`src/rtl/mul_arb_pkg.sv`:
```
// Shared defaults and FSM state type for the time-shared repeated-add multiplier.
package mul_arb_pkg;
    localparam int OPW_DEF = 16;
    localparam int PW_DEF  = 32;
    localparam int NCLIENT = 2;

    typedef enum logic [1:0] {IDLE, CALC, DONE} arb_state_t;
endpackage

```
`src/rtl/mul_rep_add_core.sv`:
```
// Datapath: operand/accumulator registers, adder and B decrementer.
module mul_rep_add_core
    import mul_arb_pkg::*;
#(
    parameter int OPW = OPW_DEF,
    parameter int PW  = PW_DEF
) (
    input  logic           clk,
    input  logic           rst_n,
    input  logic           ldA,
    input  logic           ldB,
    input  logic           ldP,
    input  logic           clrP,
    input  logic           decB,
    input  logic [OPW-1:0] a_in,
    input  logic [OPW-1:0] b_in,
    output logic           eqz,
    output logic [PW-1:0]  p
);
    logic [OPW-1:0] a_q;
    logic [OPW-1:0] b_q;

    always_ff @(posedge clk or negedge rst_n) begin
        if (!rst_n) begin
            a_q <= '0;
            b_q <= '0;
            p   <= '0;
        end else begin
            if (ldA) a_q <= a_in;
            if (ldB) b_q <= b_in;
            else if (decB) b_q <= b_q - OPW'(1);
            if (clrP) p <= '0;
            else if (ldP) p <= p + PW'(a_q);
        end
    end

    assign eqz = (b_q == '0);
endmodule

```
`src/rtl/mul_share_arbiter.sv`:
```
// Two-client round-robin arbiter sharing one repeated-add multiplier core.
module mul_share_arbiter
    import mul_arb_pkg::*;
#(
    parameter int OPW = OPW_DEF,
    parameter int PW  = PW_DEF
) (
    input  logic           clk,
    input  logic           rst_n,
    input  logic           req0,
    input  logic           req1,
    input  logic [OPW-1:0] a0,
    input  logic [OPW-1:0] b0,
    input  logic [OPW-1:0] a1,
    input  logic [OPW-1:0] b1,
    output logic           gnt0,
    output logic           gnt1,
    output logic           done0,
    output logic           done1,
    output logic [PW-1:0]  prod,
    output logic           busy,
    output logic           owner
);
    arb_state_t    state, nxt;
    logic          ptr;
    logic          sel;
    logic          grant;
    logic          ldA, ldB, ldP, clrP, decB;
    logic          eqz;
    logic [PW-1:0] p;

    mul_rep_add_core #(.OPW(OPW), .PW(PW)) u_core (
        .clk  (clk),
        .rst_n(rst_n),
        .ldA  (ldA),
        .ldB  (ldB),
        .ldP  (ldP),
        .clrP (clrP),
        .decB (decB),
        .a_in (sel ? a1 : a0),
        .b_in (sel ? b1 : b0),
        .eqz  (eqz),
        .p    (p)
    );

    always_comb begin
        nxt   = state;
        gnt0  = 1'b0;
        gnt1  = 1'b0;
        ldA   = 1'b0;
        ldB   = 1'b0;
        ldP   = 1'b0;
        clrP  = 1'b0;
        decB  = 1'b0;
        grant = 1'b0;
        // lone requester wins; pointer only breaks ties
        sel   = (req0 && req1) ? ptr : req1;
        case (state)
            IDLE: begin
                grant = rst_n && (req0 || req1);
                gnt0  = grant && !sel;
                gnt1  = grant && sel;
                ldA   = grant;
                ldB   = grant;
                clrP  = grant;
                if (grant) nxt = CALC;
            end
            CALC: begin
                if (eqz) begin
                    nxt = DONE;
                end else begin
                    ldP  = 1'b1;
                    decB = 1'b1;
                end
            end
            DONE:    nxt = IDLE;
            default: nxt = IDLE;
        endcase
    end

    always_ff @(posedge clk or negedge rst_n) begin
        if (!rst_n) begin
            state <= IDLE;
            ptr   <= 1'b0;
            owner <= 1'b0;
            prod  <= '0;
        end else begin
            state <= nxt;
            if (grant) begin
                owner <= sel;
                ptr   <= ~sel;
            end
            // product is final on the CALC->DONE edge, so it is visible during DONE
            if (state == CALC && eqz) prod <= p;
        end
    end

    assign done0 = (state == DONE) && !owner;
    assign done1 = (state == DONE) && owner;
    assign busy  = (state != IDLE);
endmodule

```
`config.mk`:
```
export PLATFORM = sky130hd
export DESIGN_NAME = mul_share_arbiter
export DESIGN_NICKNAME = d
export VERILOG_FILES = /design/src/rtl/mul_arb_pkg.sv /design/src/rtl/mul_rep_add_core.sv /design/src/rtl/mul_share_arbiter.sv
export SDC_FILE = /design/constraint.sdc
export NUM_CORES = 1
export LEC_CHECK = 0
export BUFFER_PORTS_ARGS = -buffer_cell sky130_fd_sc_hd__buf_2
export CAP_MARGIN = 20
export CORE_ASPECT_RATIO = 1.5
export CORE_UTILIZATION = 35
export DETAILED_ROUTE_END_ITERATION = 8
export SLEW_MARGIN = 20
export SYNTH_ARGS = -nofsm -noshare
export SYNTH_HDL_FRONTEND = slang
export SYNTH_SLANG_ARGS = --single-unit
```
`constraint.sdc`:
```
create_clock -name clk -period 4.7 [get_ports clk]
set_input_delay 0.94 -clock clk [delete_from_list [all_inputs] [get_ports clk]]
set_output_delay 0.94 -clock clk [all_outputs]
set_load 0.01 [all_outputs]
```
# Yosys cells after proc, flatten, opt, wreduce, memory -nomap -nowiden
# Index checks and enable logic that the tools add are counted.
[word_totals] ff_bits=100 inputBits=68 output_inout_bits=38 wordCells=44
[classes] addsub=2 eq_ne=4 n_mux=15 bitwise=1 reduce_logical=15
[ops] op="16-bit two-way mux" count=4
[ops] op="32-bit two-way mux" count=2
[ops] op="32-bit by 16-bit adder with 32-bit output" count=1
[ops] op="16-bit logical NOT" count=1
[ops] op="16-bit by 1-bit subtractor with 16-bit output (second input constant)" count=1
[ops] op="1-bit logical AND" count=7
[ops] op="1-bit two-way mux" count=6
[ops] op="2-bit two-way mux" count=2
[ops] op="2-bit inequality test (second input constant)" count=2
[ops] op="2-bit case mux with 2 select lines" count=1
[ops] op="2-bit nonzero test" count=2
[ops] op="2-bit by 1-bit == test with 1-bit output (second input constant)" count=1
[ops] op="2-bit == test (second input constant)" count=1
[ops] op="1-bit logical NOT" count=2
[ops] op="2-bit logical NOT" count=1
[ops] op="2-bit AND reduction" count=1
[ops] op="1-bit logical OR" count=1
[ops] op="1-bit NOT" count=1

# Logic depth before layout (Yosys ltp)
# Gate-level depths: netlist (run 1).
[depth] depth_word=5 depth_mapped=9 depth_no_buf=8

# Hierarchy
# From an unflattened synthesis (run 1), not the netlist that was laid out.
[hier_totals] hier_cells=503 hier_area_um2=5577.8
[by_module_without_submodules] mod="mul_rep_add_core" n_inst=1 cells_each=380 area_each_um2=3744.8 seq_area_each_um2=1601.5
[by_module_without_submodules] mod="mul_share_arbiter" n_inst=1 cells_each=123 area_each_um2=1833.0 seq_area_each_um2=900.9

# Worst setup path before layout (run 1)
# Ideal clock, no wire load.
[synth_timing] path_type="in2out" startpoint="input req0" endpoint="output gnt0" arrival_ns=2.207 t_required_ns=3.760 setup_slack_ns=1.553 stages=5 path_buffers=2 cell_sequence="inv_1 > o21ai_1 > clkbuf_1 > buf_2 > and2_1"
[synth_via] elab_chain_len=5 word_cells_on_any_way=7 cone_classes="2 x mux; 5 x reduce/logical"
[synth_lines] element="start, declared" line="mul_share_arbiter.sv:10" text="input logic req0,"
[synth_lines] element="1-bit logical AND" line="mul_share_arbiter.sv:57" text="sel = (req0 && req1) ? ptr : req1;"
[synth_lines] element="1-bit two-way mux" line="mul_share_arbiter.sv:57"
[synth_lines] element="1-bit logical NOT" line="mul_share_arbiter.sv:61" text="gnt0 = grant && !sel;"
[synth_lines] element="1-bit logical AND (*)" line="mul_share_arbiter.sv:61"
[synth_lines] element="1-bit two-way mux (*)" line="mul_share_arbiter.sv:58" text="case (state)"
[synth_lines] element="end, declared" line="mul_share_arbiter.sv:16" text="output logic gnt0,"
# Mark *: on every way between the ends. The rest lies on a longest branch, timed or not.

# Worst setup path after layout (run 1)
[layout_timing] startpoint="input rst_n" endpoint="output gnt0"
[layout_via] elab_chain_len=3
[layout_lines] element="start, declared" line="mul_share_arbiter.sv:9" text="input logic rst_n,"
[layout_lines] element="1-bit logical AND" line="mul_share_arbiter.sv:60" text="grant = rst_n && (req0 || req1);"
[layout_lines] element="1-bit logical AND" line="mul_share_arbiter.sv:61"
[layout_lines] element="1-bit two-way mux" line="mul_share_arbiter.sv:58"
# Every way passes these cells.

==> results.md, run 1 <==
* TritonRoute pass-1 iters at 4
* Fillcell total at 1474
* Seq cells post-synth at 100
* Seq/Total Area, Yosys at 45.8%
* Start point of the worst hold path: prod[6]
* GP Congestion at 0.829
* Largest net degree at the start of global routing at 87
* Global route overflow at 0
* Yosys top cell area share at 45.8%
* Yosys cell types at 60
* Warnings from Yosys at 0
* Total track usage at 15.6%
* WP buf/inv at 2
* Most common cell in the synthesized netlist: dfrtp_1
* CTS buffer count at 9
* Initial core utilization at 36.0%
* MaxCap Viol Count at 0
* Reg2Reg Depth at 8
* Worst-Skew Late Latency at 0.34 ns
* Final Hold Viols at 0
* Sw Pwr at 0.000353 W
* Worst hold-check path type: reg2reg
* Design internal power at 0.00125 W
* Number of port buffers at 105
* Setup TNS at 0 ns
* Reg-to-Reg Start: u_core.p[0]
* Comb power frac at 4.7%
* Area leader, netlist: dfrtp_1
* Outcome: complete, no violations
* Startpoint type of the worst setup path: primary input
* Residual DRC count at 0
* Cells after Synth at 526
* Ys flop type: dfrtp_1
* Final worst-path setup slack at 1.50 ns
* Area Growth Syn to Fin at 17.6%
* Top area cells in the synthesized netlist: dfrtp_1, mux2_2, mux2i_1
* Top Family by Delay on Critical Path: buffers and inverters
* Worst-path clk slew at 0.07 ns
* Fin crit period at 3.20 ns
* DP Worst Slack at 1.44 ns
* Hold Path End: prod[6]
* Slew @ Worst Pin at 0.979 ns
* Reg power frac at 53.5%
* Slowest cell on crit path: o211a_1
* CTS Hold Bufs at 0
* Clock skew at 0.00573 ns
* Syn nets at 613
* Die H at 155 um
* # diodes at 0
* Worst hold stages at 1
* CP Max Fanout at 43
* WP data arrival at 2.26 ns
* Worst vdd rail ir drop at 0.131 mV
* H-tree depth at 3
* First-pass GRT wire length at 20.4 mm
* Via-to-Cell Ratio at 5.21
* RR Endpoint: u_core.p[30]
* Pwr/cell area at 250 nW/um^2
* Site Rows at 55
* Die area at 16100 sq um
* Layout cells sized above 1 at 26.5%
* Final setup vio count at 0
* Vias in the first global route at 4389
* Crit path largest cell delay at 0.54 ns
* CTS sink count at 100
* Clock Power Share at 41.8%
* Root Buffer: clkbuf_16
* IO Count at 106
* Cell Chain, Critical Path: buf_4 -> o211a_1 -> and2_1 -> buf_2
* Post-Syn Area at 5470 sq um
* Worst EP required at 3.76 ns
* Fin crit share at 68.1%
* Initial DRC Count at 188
* Pleak at 3.10 nW
* Relative slew margins at 34.5%
* Async SR Flop Fraction at 100%
* Setup crit end kind: output pin
* Die width at 104 um
* Clock Tree Buf Depth at 2
* Kind of critical path: in2out
* Drt total wl at 12.1 mm
* Dpl hpwl at 8.89 mm
* EDFF count, synth at 0
* Avg WL per Cell at 14.7 um
* Worst reg2reg setup slack at 1.78 ns
* Initial antenna violation count at 0
* Sw Share at 22.0%
* Final net count at 708
* FMAX at 312 MHz
* Final slew viol count at 0
* Avg Inst Size Synth at 10.4 sq um
* Setup bufs post-CTS at 0
* Core ar. at 15200 sq um
* Final ANT Viol Nets at 0
* Post_cts resized at 0
* Commonest cells post-synth: dfrtp_1, nand2_1, o21ai_0
* RSZ-0062 raised after global routing: no
* DR vias at 4298
* CTS tree: done
==> how the worst max path moves through the flow <==
stage	slack, ns	startpoint	depth (start not counted)	to
after global placement	1.48	rst_n	4	gnt0
after global routing	1.31	rst_n	4	gnt0
after detailed placement	1.44	rst_n	4	gnt0
after CTS	1.43	rst_n	4	gnt0
after floorplan	1.55	req0	5	gnt0
final	1.50	rst_n	4	gnt0
==> cells by family (layout without fill, tap and decap cells) <==
logic type,after synthesis,count (layout),synth area share [%]
simple gates,148,148,14.2
mux,68,68,13.5
compound gates,128,128,14.7
xor+xnor,27,27,4.33
buf+inv,36,136,3.02
flops,100,100,45.8
fa+ha+maj,19,19,4.49
==> per-layer routing <==
| metal | global-route usage [%] | wire length [um] |
|---|---|---|
| met1 | 17.8 | 5010 |
| met2 | 28.9 | 6380 |
| met3 | 2.81 | 505 |
| met4 | 6.05 | 204 |
| met5 | 0 | 0 |
==> cell type report <==
cell class / instances / area [sq um] / share of cell area (%)
multi-input cells: 390 / 2810 / 43.7
flip-flops and latches: 100 / 2500 / 38.9
repair buffers: 108 / 551 / 8.56
well taps: 199 / 249 / 3.87
clock buffers: 10 / 229 / 3.56
inverters: 12 / 45.0 / 0.701
clock inverters: 6 / 41.3 / 0.642
==> power by group through the flow <==
stage / clock, W / combinational (W) / sequential, W
detailed placement: 0 / 0.0000786 / 0.000877
global placement: 0 / 0.0000769 / 0.000877
CTS: 0.000693 / 0.0000789 / 0.000860
finish: 0.000672 / 0.0000756 / 0.000860
global route: 0.000724 / 0.0000856 / 0.000860
floorplan: 0 / 0.0000252 / 0.000877
==> registers in the layout (all words and copies together) (netlist names) <==
signal	cells
owner	1
u_core.b_q	16
state	2
u_core.p	32
u_core.a_q	16
prod	32
ptr	1
==> placed cells by master, fill, tap and decap left out, drive strengths merged, types with 2 or more instances in the layout <==
master	count
buf	108
dfrtp	100
nand2	48
mux2	45
o21ai	43
a21oi	36
nand3	29
nor2	27
mux2i	23
xor2	18
ha	18
inv	12
clkbuf	10
xnor2	9
o31ai	9
or4	9
nand4	8
o21a	7
nor3	6
a21o	6
o211ai	5
a31oi	5
or3	4
nand4b	3
clkinvlp	3
clkinv	3
o211a	2
nand2b	2
or2	2
and4	2
a211oi	2
o2111ai	2
o21bai	2
nor4	2
a2111oi	2
==> stage by stage <==
step / util (%) / hold slack [ns] / instance area (sq um) / total power [W] / instances
6_report: 42.3 / 0.484 / 6430 / 0.00161 / 825
5_1_grt: 42.3 / 0.499 / 6430 / 0.00167 / 825
4_1_cts: 42.3 / 0.490 / 6430 / 0.00163 / 825
3_5_place_dp: 40.5 / 0.474 / 6160 / 0.000955 / 809
3_3_place_gp: 40.5 / 0.463 / 6160 / 0.000954 / 809
2_1_floorplan: - / 0.454 / 5470 / 0.000902 / 526
Power figures use the tool's default switching activity.
==> inputs of run 2 (changes only) <==
==> constraint.sdc (replaced) <==
create_clock -name clk -period 3 [get_ports clk]
set_input_delay 0.6 -clock clk [delete_from_list [all_inputs] [get_ports clk]]
set_output_delay 0.6 -clock clk [all_outputs]
set_load 0.01 [all_outputs]
==> run 2 against run 1 <==
  * Via count shrank 0.42%
  * Clock skew rose by 0.0050 ns
  * Routed wire length increased by 2.2%
  * Final cell count rose by 0.48%
  * Worst hold slack got worse by 0.32 ns
  * Global-route usage up 0.43 points
  * Count of clock-buffer cells in the layout is the same
  * Die area is the same
  * Sequential cell count unchanged
  * First-iteration DRC count down 1.1%
  * Power up 63%
  * Non-clock buffer count grew 4
  * Critical path type is now reg2reg
  * Critical endpoint is now u_core.p[30]
  * Largest power group unchanged
==> results.md, run 2 (synthesis results as in run 1) <==
* TritonRoute pass-1 iters at 4
* DP Worst Slack at 0.231 ns
* GP Congestion at 0.849
* Die area at 16100 sq um
* Worst vdd rail ir drop at 0.222 mV
* Reg2Reg Depth at 8
* Clock Tree Buf Depth at 2
* Most common cell after layout, fill and taps aside: buf_2
* Largest net degree at the start of global routing at 87
* Slew @ Worst Pin at 0.626 ns
* Die H at 155 um
* Root Buffer: clkbuf_16
* Initial core utilization at 36.0%
* Global route overflow at 0
* Pwr Total at 0.00263 W
* Initial DRC Count at 186
* RSZ-0062 raised after global routing: no
* Setup crit end kind: flip-flop
* Fin crit share at 87.5%
* # diodes at 0
* Final ANT Viol Nets at 0
* Setup bufs post-CTS at 0
* Via-to-Cell Ratio at 5.16
* Startpoint type of the worst setup path: flip-flop
* Kind of critical path: reg2reg
* Initial antenna violation count at 0
* Vias in the first global route at 4408
* Worst hold-check path type: in2async
* Top flop regs: prod: 32 flops, u_core.p: 32 flops
* Clock skew at 0.0107 ns
* CTS Hold Bufs at 0
* IO Count at 106
* CP Max Fanout at 6
* Setup TNS at 0 ns
* Drt total wl at 12.4 mm
* Pleak at 3.15 nW
* CTS buffer count at 9
* MaxCap Viol Count at 0
* First-pass GRT wire length at 21.0 mm
* Outcome: complete, no violations
* Number of port buffers at 105
* Final net count at 712
* Most frequent cells in the layout: buf_2, dfrtp_1, nand2_1
* Final slew viol count at 0
* Die width at 104 um
* Total track usage at 16.1%
* Final Hold Viols at 0
* DR vias at 4280
* Worst-path clk slew at 0.07 ns
* Area Growth Syn to Fin at 19.3%
* CTS sink count at 100
* Final setup vio count at 0
* Layout cells sized above 1 at 27.3%
* Site Rows at 55
* Final worst-path setup slack at 0.375 ns
* WP data arrival at 2.85 ns
* Dpl hpwl at 8.96 mm
* FMAX at 381 MHz
* Worst EP required at 3.23 ns
* Relative slew margins at 58.3%
* WHS at 0.169 ns
* Fin crit period at 2.63 ns
* Worst-Skew Late Latency at 0.34 ns
* CTS tree: done
* H-tree depth at 3
* Residual DRC count at 0
* Avg WL per Cell at 14.9 um
* Core ar. at 15200 sq um
* Pwr/cell area at 403 nW/um^2
## run 2: routing by layer
layer / vias up / global-route usage (%) / share of wire (%)
li1: 2117 / - / -
met3: 12 / 3.02 / 3.3
met4: 0 / 4.97 / 1.4
met2: 86 / 29.0 / 53
met5: - / 0 / 0
met1: 2065 / 19.2 / 43
## run 2: final timing paths
path                        startpoint      endpoint  slack [ns]
hold / removal                   rst_n  u_core.p[29]        0.17
setup / recovery           u_core.p[0]  u_core.p[30]        0.37
hold reg to reg               prod[17]      prod[17]        0.48
min in group clk              prod[17]      prod[17]        0.48
setup reg to reg           u_core.p[0]  u_core.p[30]        0.37
max in group asynchronous        rst_n      prod[24]        1.86
## run 2: repair_timing
item / 4_1_cts / 5_1_grt
setup endpoints to repair: 0 / 1
endpoints found under the hold margin: 0 / 0
resized for setup: 0 / 1
## run 2: cell type report
type | instances | area, sq um
well taps | 199 | 249
multi-input cells | 390 | 2820
inverters | 12 | 45.0
clock inverters | 6 | 63.8
clock buffers | 10 | 239
flip-flops and latches | 100 | 2500
repair buffers | 112 | 606
fillers | 1467 | 8690
## run 2: critical path: stages (launching register included)
cell      delay, ns
dfrtp_1        0.39
ha_1           0.24
fa_1           0.43
a211oi_1       0.31
o21ai_1        0.18
a221oi_2       0.38
o31a_1         0.32
nor3_1         0.09
o21a_1         0.18
## run 2: per-stage QoR
step	instances	util (%)	area, sq um
6_report	829	42.9	6520
5_1_grt	829	42.9	6520
3_3_place_gp	813	40.9	6210
4_1_cts	829	42.8	6520
2_1_floorplan	526	-	5470
3_5_place_dp	813	40.9	6210
## run 2: power breakdown
part	total, W	switching [W]	internal [W]
combinational	0.000120	0.0000609	0.0000592
clock	0.00116	0.000492	0.000667
sequential	0.00135	0	0.00135
